File: src/rtl/player_mover.sv
// Frame-gated movement of up to four players on a clamped play area, stepping on a divided tick.
// Optional macro GRID_SNAP_EN restricts moves to the grid lines of a CELL-sized lattice.
module player_mover #(
  parameter int NPLAYERS = 2,
  parameter int W        = 11,
  parameter int DIV      = 2048,
  parameter int STEP     = 1,
  parameter int X_MIN    = 32,
  parameter int X_MAX    = 767,
  parameter int Y_MIN    = 32,
  parameter int Y_MAX    = 567,
  parameter int CELL     = 32
) (
  input  logic                    clk,
  input  logic                    reset_n,
  input  logic                    SOF,
  input  logic                    EOF,
  input  logic                    load,
  input  logic [4*NPLAYERS-1:0]   key,
  output logic [W*NPLAYERS-1:0]   pos_x,
  output logic [W*NPLAYERS-1:0]   pos_y,
  output logic [NPLAYERS-1:0]     moved,
  output logic                    frame_open
);

  localparam int CW = (DIV > 1) ? $clog2(DIV) : 1;
  localparam logic [CW-1:0]       CNT_LAST = CW'(DIV - 1);
  localparam logic signed [W:0]   STEP_W   = (W+1)'(STEP);
  localparam logic signed [W:0]   XMIN_W   = (W+1)'(X_MIN);
  localparam logic signed [W:0]   XMAX_W   = (W+1)'(X_MAX);
  localparam logic signed [W:0]   YMIN_W   = (W+1)'(Y_MIN);
  localparam logic signed [W:0]   YMAX_W   = (W+1)'(Y_MAX);

  if ((CELL < 1) || ((CELL & (CELL - 1)) != 0)) begin : g_bad_cell
    $error("player_mover: CELL must be a power of two");
  end

  typedef enum logic {LOCKED, OPEN} state_t;

  state_t        state, state_next;
  logic [CW-1:0] cnt;
  logic          tick;

  always_ff @(posedge clk or negedge reset_n) begin
    if (!reset_n) state <= LOCKED;
    else          state <= state_next;
  end

  // EOF dominates a coincident SOF so the window still opens.
  always_comb begin
    state_next = state;
    if (EOF)      state_next = OPEN;
    else if (SOF) state_next = LOCKED;
  end

  always_comb begin
    frame_open = (state == OPEN);
    tick       = (state == OPEN) && (cnt == CNT_LAST);
  end

  always_ff @(posedge clk or negedge reset_n) begin
    if (!reset_n)            cnt <= '0;
    else if (EOF)            cnt <= '0;
    else if (state == OPEN)  cnt <= (cnt == CNT_LAST) ? '0 : cnt + 1'b1;
  end

  for (genvar i = 0; i < NPLAYERS; i++) begin : g_player
    localparam logic signed [W-1:0] X0 = ((i == 1) || (i == 2)) ? W'(X_MAX) : W'(X_MIN);
    localparam logic signed [W-1:0] Y0 = ((i == 1) || (i == 3)) ? W'(Y_MAX) : W'(Y_MIN);

    logic signed [W-1:0] px, py;
    logic signed [W:0]   cur_x, cur_y, cand_x, cand_y, nx, ny;
    logic [3:0]          nib;
    logic                allow, change, mv;

    assign nib   = key[4*i +: 4];
    assign cur_x = {px[W-1], px};
    assign cur_y = {py[W-1], py};

    // Only a single pressed key (one low bit) produces a candidate step.
    always_comb begin
      cand_x = cur_x;
      cand_y = cur_y;
      case (nib)
        4'b1110: cand_x = cur_x + STEP_W;
        4'b1101: cand_y = cur_y + STEP_W;
        4'b1011: cand_y = cur_y - STEP_W;
        4'b0111: cand_x = cur_x - STEP_W;
        default: ;
      endcase
    end

`ifdef GRID_SNAP_EN
    localparam logic [W-1:0] CMASK = W'(CELL - 1);
    logic [W-1:0] off_x, off_y;
    assign off_x = px - W'(X_MIN);
    assign off_y = py - W'(Y_MIN);
    assign allow = ((nib == 4'b1110) || (nib == 4'b0111)) ? ((off_y & CMASK) == '0) :
                   ((nib == 4'b1101) || (nib == 4'b1011)) ? ((off_x & CMASK) == '0) : 1'b1;
`else
    assign allow = 1'b1;
`endif

    always_comb begin
      nx = cur_x;
      ny = cur_y;
      if (allow) begin
        if (cand_x > XMAX_W)      nx = XMAX_W;
        else if (cand_x < XMIN_W) nx = XMIN_W;
        else                      nx = cand_x;
        if (cand_y > YMAX_W)      ny = YMAX_W;
        else if (cand_y < YMIN_W) ny = YMIN_W;
        else                      ny = cand_y;
      end
      change = (nx != cur_x) || (ny != cur_y);
    end

    // load wins over a coincident tick and never raises moved.
    always_ff @(posedge clk or negedge reset_n) begin
      if (!reset_n) begin
        px <= X0;
        py <= Y0;
        mv <= 1'b0;
      end else if (load) begin
        px <= X0;
        py <= Y0;
        mv <= 1'b0;
      end else if (tick && change) begin
        px <= nx[W-1:0];
        py <= ny[W-1:0];
        mv <= 1'b1;
      end else begin
        mv <= 1'b0;
      end
    end

    assign pos_x[W*i +: W] = px;
    assign pos_y[W*i +: W] = py;
    assign moved[i]        = mv;
  end

endmodule

File: config.mk
export PLATFORM = sky130hd
export DESIGN_NAME = player_mover
export DESIGN_NICKNAME = d
export VERILOG_FILES = /design/src/rtl/player_mover.sv
export SDC_FILE = /design/constraint.sdc
export NUM_CORES = 1
export LEC_CHECK = 0
export BUFFER_PORTS_ARGS = -buffer_cell sky130_fd_sc_hd__buf_2
export CORE_MARGIN = 10
export CORE_UTILIZATION = 60
export DETAILED_ROUTE_END_ITERATION = 12
export PLACE_DENSITY = 0.8
export SLEW_MARGIN = 20
export SYNTH_ARGS = -nofsm -noshare
export SYNTH_HDL_FRONTEND = slang
export SYNTH_SLANG_ARGS = --single-unit
export TNS_END_PERCENT = 10
File: constraint.sdc
create_clock -name clk -period 16.8 [get_ports clk]
set_input_delay 0.84 -clock clk [delete_from_list [all_inputs] [get_ports clk]]
set_output_delay 0.84 -clock clk [all_outputs]
set_load 0.05 [all_outputs]
==> results.py <==
metrics = {
    "pwr": {
        "p_int_w": 0.000285,
        "total_power_w": 0.000433,
        "p_seq_frac": 0.343,
        "p_sw_w": 0.000148,
        "power_density_nw_per_um2": 60.2,
        "p_comb_frac": 0.266,
        "p_clk_frac": 0.391,
        "leakagePower_nw": 2.74,
        "vdd_drop_max_uv": 75.1,
        "p_sw_frac": 0.341,
    },
    "synth": {
        "ys.flop_type": "dfrtp_1",
        "synth-warning-count": 0,
        "syn_nets": 941,
        "post-synth-top-area-fraction": 0.150,
        "syn_avg_cell_area_um2": 7.42,
        "synth_area_leaders": "dfrtp_1 (15%), dfstp_2 (6.6%), nor2_1 (5.1%)",
        "ys_types": 91,
        "synth_async_sr_flop_share": 1.00,
        "synth-edff-count": 0,
        "ys_seq_area_frac": 0.216,
        "synth_area_um2": 6820,
        "netlist_instances": 919,
        "ys_ff_latch": 58,
        "synth_area_leader_cell": "dfrtp_1",
    },
    "sta": {
        "fin_crit_ns": 7.00,
        "relSlewSlack": 0.344,
        "fmax_ghz": 0.143,
        "finClkSkew_ns": 0.00456,
        "rsz0062_at_grt": "no",
        "maxSlewViolCount": 0,
        "hold_viol": 0,
        "setup_viol": 0,
        "period_share": 0.416,
        "finalSetupTns_ns": 0,
        "worstMarginPinSlew_ns": 0.977,
    },
    "placement": {
        "placedCellCount": 1034,
        "gp_congestion": 0.978,
        "dp_hpwl_um": 14300,
        "port_buffers": 59,
    },
    "final_layout": {
        "layout.cells.non_filler": 1050,
        "layout_commonest_cell": "nor2_1",
        "layout_common_cells": "nor2_1 (93), nand2_1 (77), buf_2 (59), nand3_1 (48), a21oi_1 (48)",
        "antenna_cells_inserted": 0,
        "regArea_um2": 1470,
        "drive_above_1_share": 0.148,
        "fin_nets": 927,
        "fillers": 971,
        "multi_input_area_um2": 4870,
        "syn_to_final_growth_pct": 5.43,
    },
    "min_path": {
        "min-delay-path-class": "reg2reg",
        "whs_path_depth": 2,
        "holdPathEnd": "cnt[4]",
        "worstHoldStart": "cnt[4]",
    },
    "global_routing": {
        "grt_pass1_vias": 6405,
        "grt_start_max_net_pins": 59,
        "grt-ovfl-total": 0,
        "grt_pass1_wl_um": 32500,
        "grt_antenna_before_repair": 0,
        "grtUsageTotal": 0.235,
    },
    "cts": {
        "cts_setup_buffers": 0,
        "clockRootBuffer": "clkbuf_16",
        "clock_latency_ns": 0.33,
        "h-tree-depth": 3,
        "clk_path_buf_depth": 2,
        "cts_tree": "built",
        "cts_resized": 0,
        "cts.sinks": 58,
        "cts.hold.buffers_added": 0,
        "cts_buffers": 9,
        "clk_pin_slew_ns": 0.05,
    },
    "route": {
        "wl_met2_um": 8770,
        "first_iter_violations": 1161,
        "wl_per_cell_um": 19.0,
        "dr.pass1.iters": 6,
        "wl_um": 20000,
        "drc": 0,
        "vias_per_cell": 6.92,
        "detail-route-antenna-nets": 0,
        "top_layer": "met4",
        "wl_met1_um": 9040,
        "met3_wirelength_um": 1740,
        "vias": 7271,
    },
    "worst_setup_path": {
        "r2r-start": "g_player[1].py[1]",
        "reg2reg_setup_slack_ns": 10.40,
        "crit_path_end_kind": "flop",
        "cp_max_fo": 18,
        "r2r.worst_path.cells": 19,
        "worstPathRequired_ns": 17.05,
        "path_class": "in2reg",
        "r2r_end": "g_player[1].px[3]",
        "arrival_ns": 7.25,
        "crit_path_start_kind": "primary input",
    },
    "run": {
        "maxCapViolCount": 0,
    },
    "die": {
        "initial_core_util": 0.621,
        "fp-row-count": 38,
        "io_pins": 60,
        "die_y_um": 127,
        "fp.dieW_um": 127,
        "die-area_um2": 16000,
        "core_um2": 11000,
    },
    "run_status": {
        "status": "finished clean",
    },
}
through the flow:
step	instance area (um^2)	hold WS, ns	setup slack (ns)	util
floorplan	6820	0.505	10.44	-
global placement	6920	0.534	9.77	0.630
detailed placement	6920	0.541	9.59	0.630
CTS	7190	0.549	9.92	0.654
global route	7190	0.577	9.31	0.654
finish	7190	0.551	9.80	0.654
Yosys cell counts, types with 6 or more instances:
cell,number
nand3_1,48
or4_1,16
nand2b_1,11
xnor2_1,31
a31oi_1,11
buf_2,18
nand4_1,25
nor3_1,42
dfrtp_1,41
inv_1,18
nor2b_1,15
nor2_1,93
clkbuf_1,60
or3_1,13
a21oi_1,48
nand3b_1,7
o22ai_1,7
o31ai_1,17
o21ai_0,41
nor4_1,18
dfstp_2,17
a21o_1,14
o21a_1,8
xor2_1,16
o211ai_1,6
ha_1,9
mux2i_1,12
a211oi_1,11
nor3b_1,10
nand2_1,77
and3_1,13
o31a_1,7
and2_1,7
a2111oi_0,6
and4_1,8
critical path: stages:
cell,delay (ns)
buf_2,0.15
nand4b_2,0.48
xnor2_1,0.25
ha_1,0.28
or4_4,0.47
or4_1,0.41
a21oi_1,0.17
xnor2_1,0.19
or3b_4,0.44
nor4_1,0.26
ha_1,0.40
inv_1,0.24
o21ai_0,0.25
o221a_2,0.20
a31oi_1,0.20
o2111ai_1,0.13
a211oi_1,0.19
nand4_1,0.19
nor4_4,0.84
nor2_1,0.25
a221o_1,0.39
worst max-delay path by stage:
| stage | start | endpoint | slack, ns | cells past startpoint |
|---|---|---|---|---|
| CTS | key[6] | g_player[1].px[3] | 9.92 | 21 |
| global placement | key[6] | g_player[1].px[3] | 9.77 | 21 |
| floorplan | key[6] | g_player[1].px[1] | 10.44 | 22 |
| detailed placement | key[6] | g_player[1].px[3] | 9.59 | 21 |
| global route | key[6] | g_player[1].px[3] | 9.31 | 22 |
| finish | key[6] | g_player[1].px[3] | 9.80 | 21 |
cell families after synthesis:
kind of cell / count (synthesis) / share of synthesized area
buffers and inverters: 107 / 0.0694
multiplexers: 18 / 0.0295
AND/OR/NAND/NOR: 445 / 0.363
flip-flops: 58 / 0.216
XOR/XNOR: 47 / 0.0604
AO/OA/AOI/OAI: 235 / 0.245
adder cells (fa/ha/maj): 9 / 0.0165
final cells by class:
cell class	instances	share of cell area
Timing Repair Buffer	63	0.0453
Inverter	19	0.00992
Sequential cell	58	0.205
Tap cell	140	0.0244
Multi-Input combinational cell	754	0.678
Clock buffer	16	0.0378
per-layer routing:
| metal | vias to the layer above | GRT usage |
|---|---|---|
| li1 | 3411 | - |
| met1 | 3442 | 0.326 |
| met2 | 361 | 0.355 |
| met3 | 57 | 0.0583 |
| met4 | 0 | 0.0630 |
| met5 | - | 0 |
flip-flops by register name (all words and copies together), names as in the netlist:
| register | cells |
|---|---|
| g_player.px | 22 |
| g_player.py | 22 |
| g_player.mv | 2 |
| cnt | 11 |
| frame_open | 1 |
power groups by stage:
stage / logic (W) / registers (W) / clock network, W
finish: 0.000115 / 0.000148 / 0.000169
global route: 0.000125 / 0.000148 / 0.000176
CTS: 0.000113 / 0.000148 / 0.000170
detailed placement: 0.000112 / 0.000150 / 0
global placement: 0.000112 / 0.000150 / 0
floorplan: 0.0000882 / 0.000151 / 0
Power figures use the tool's default switching activity.
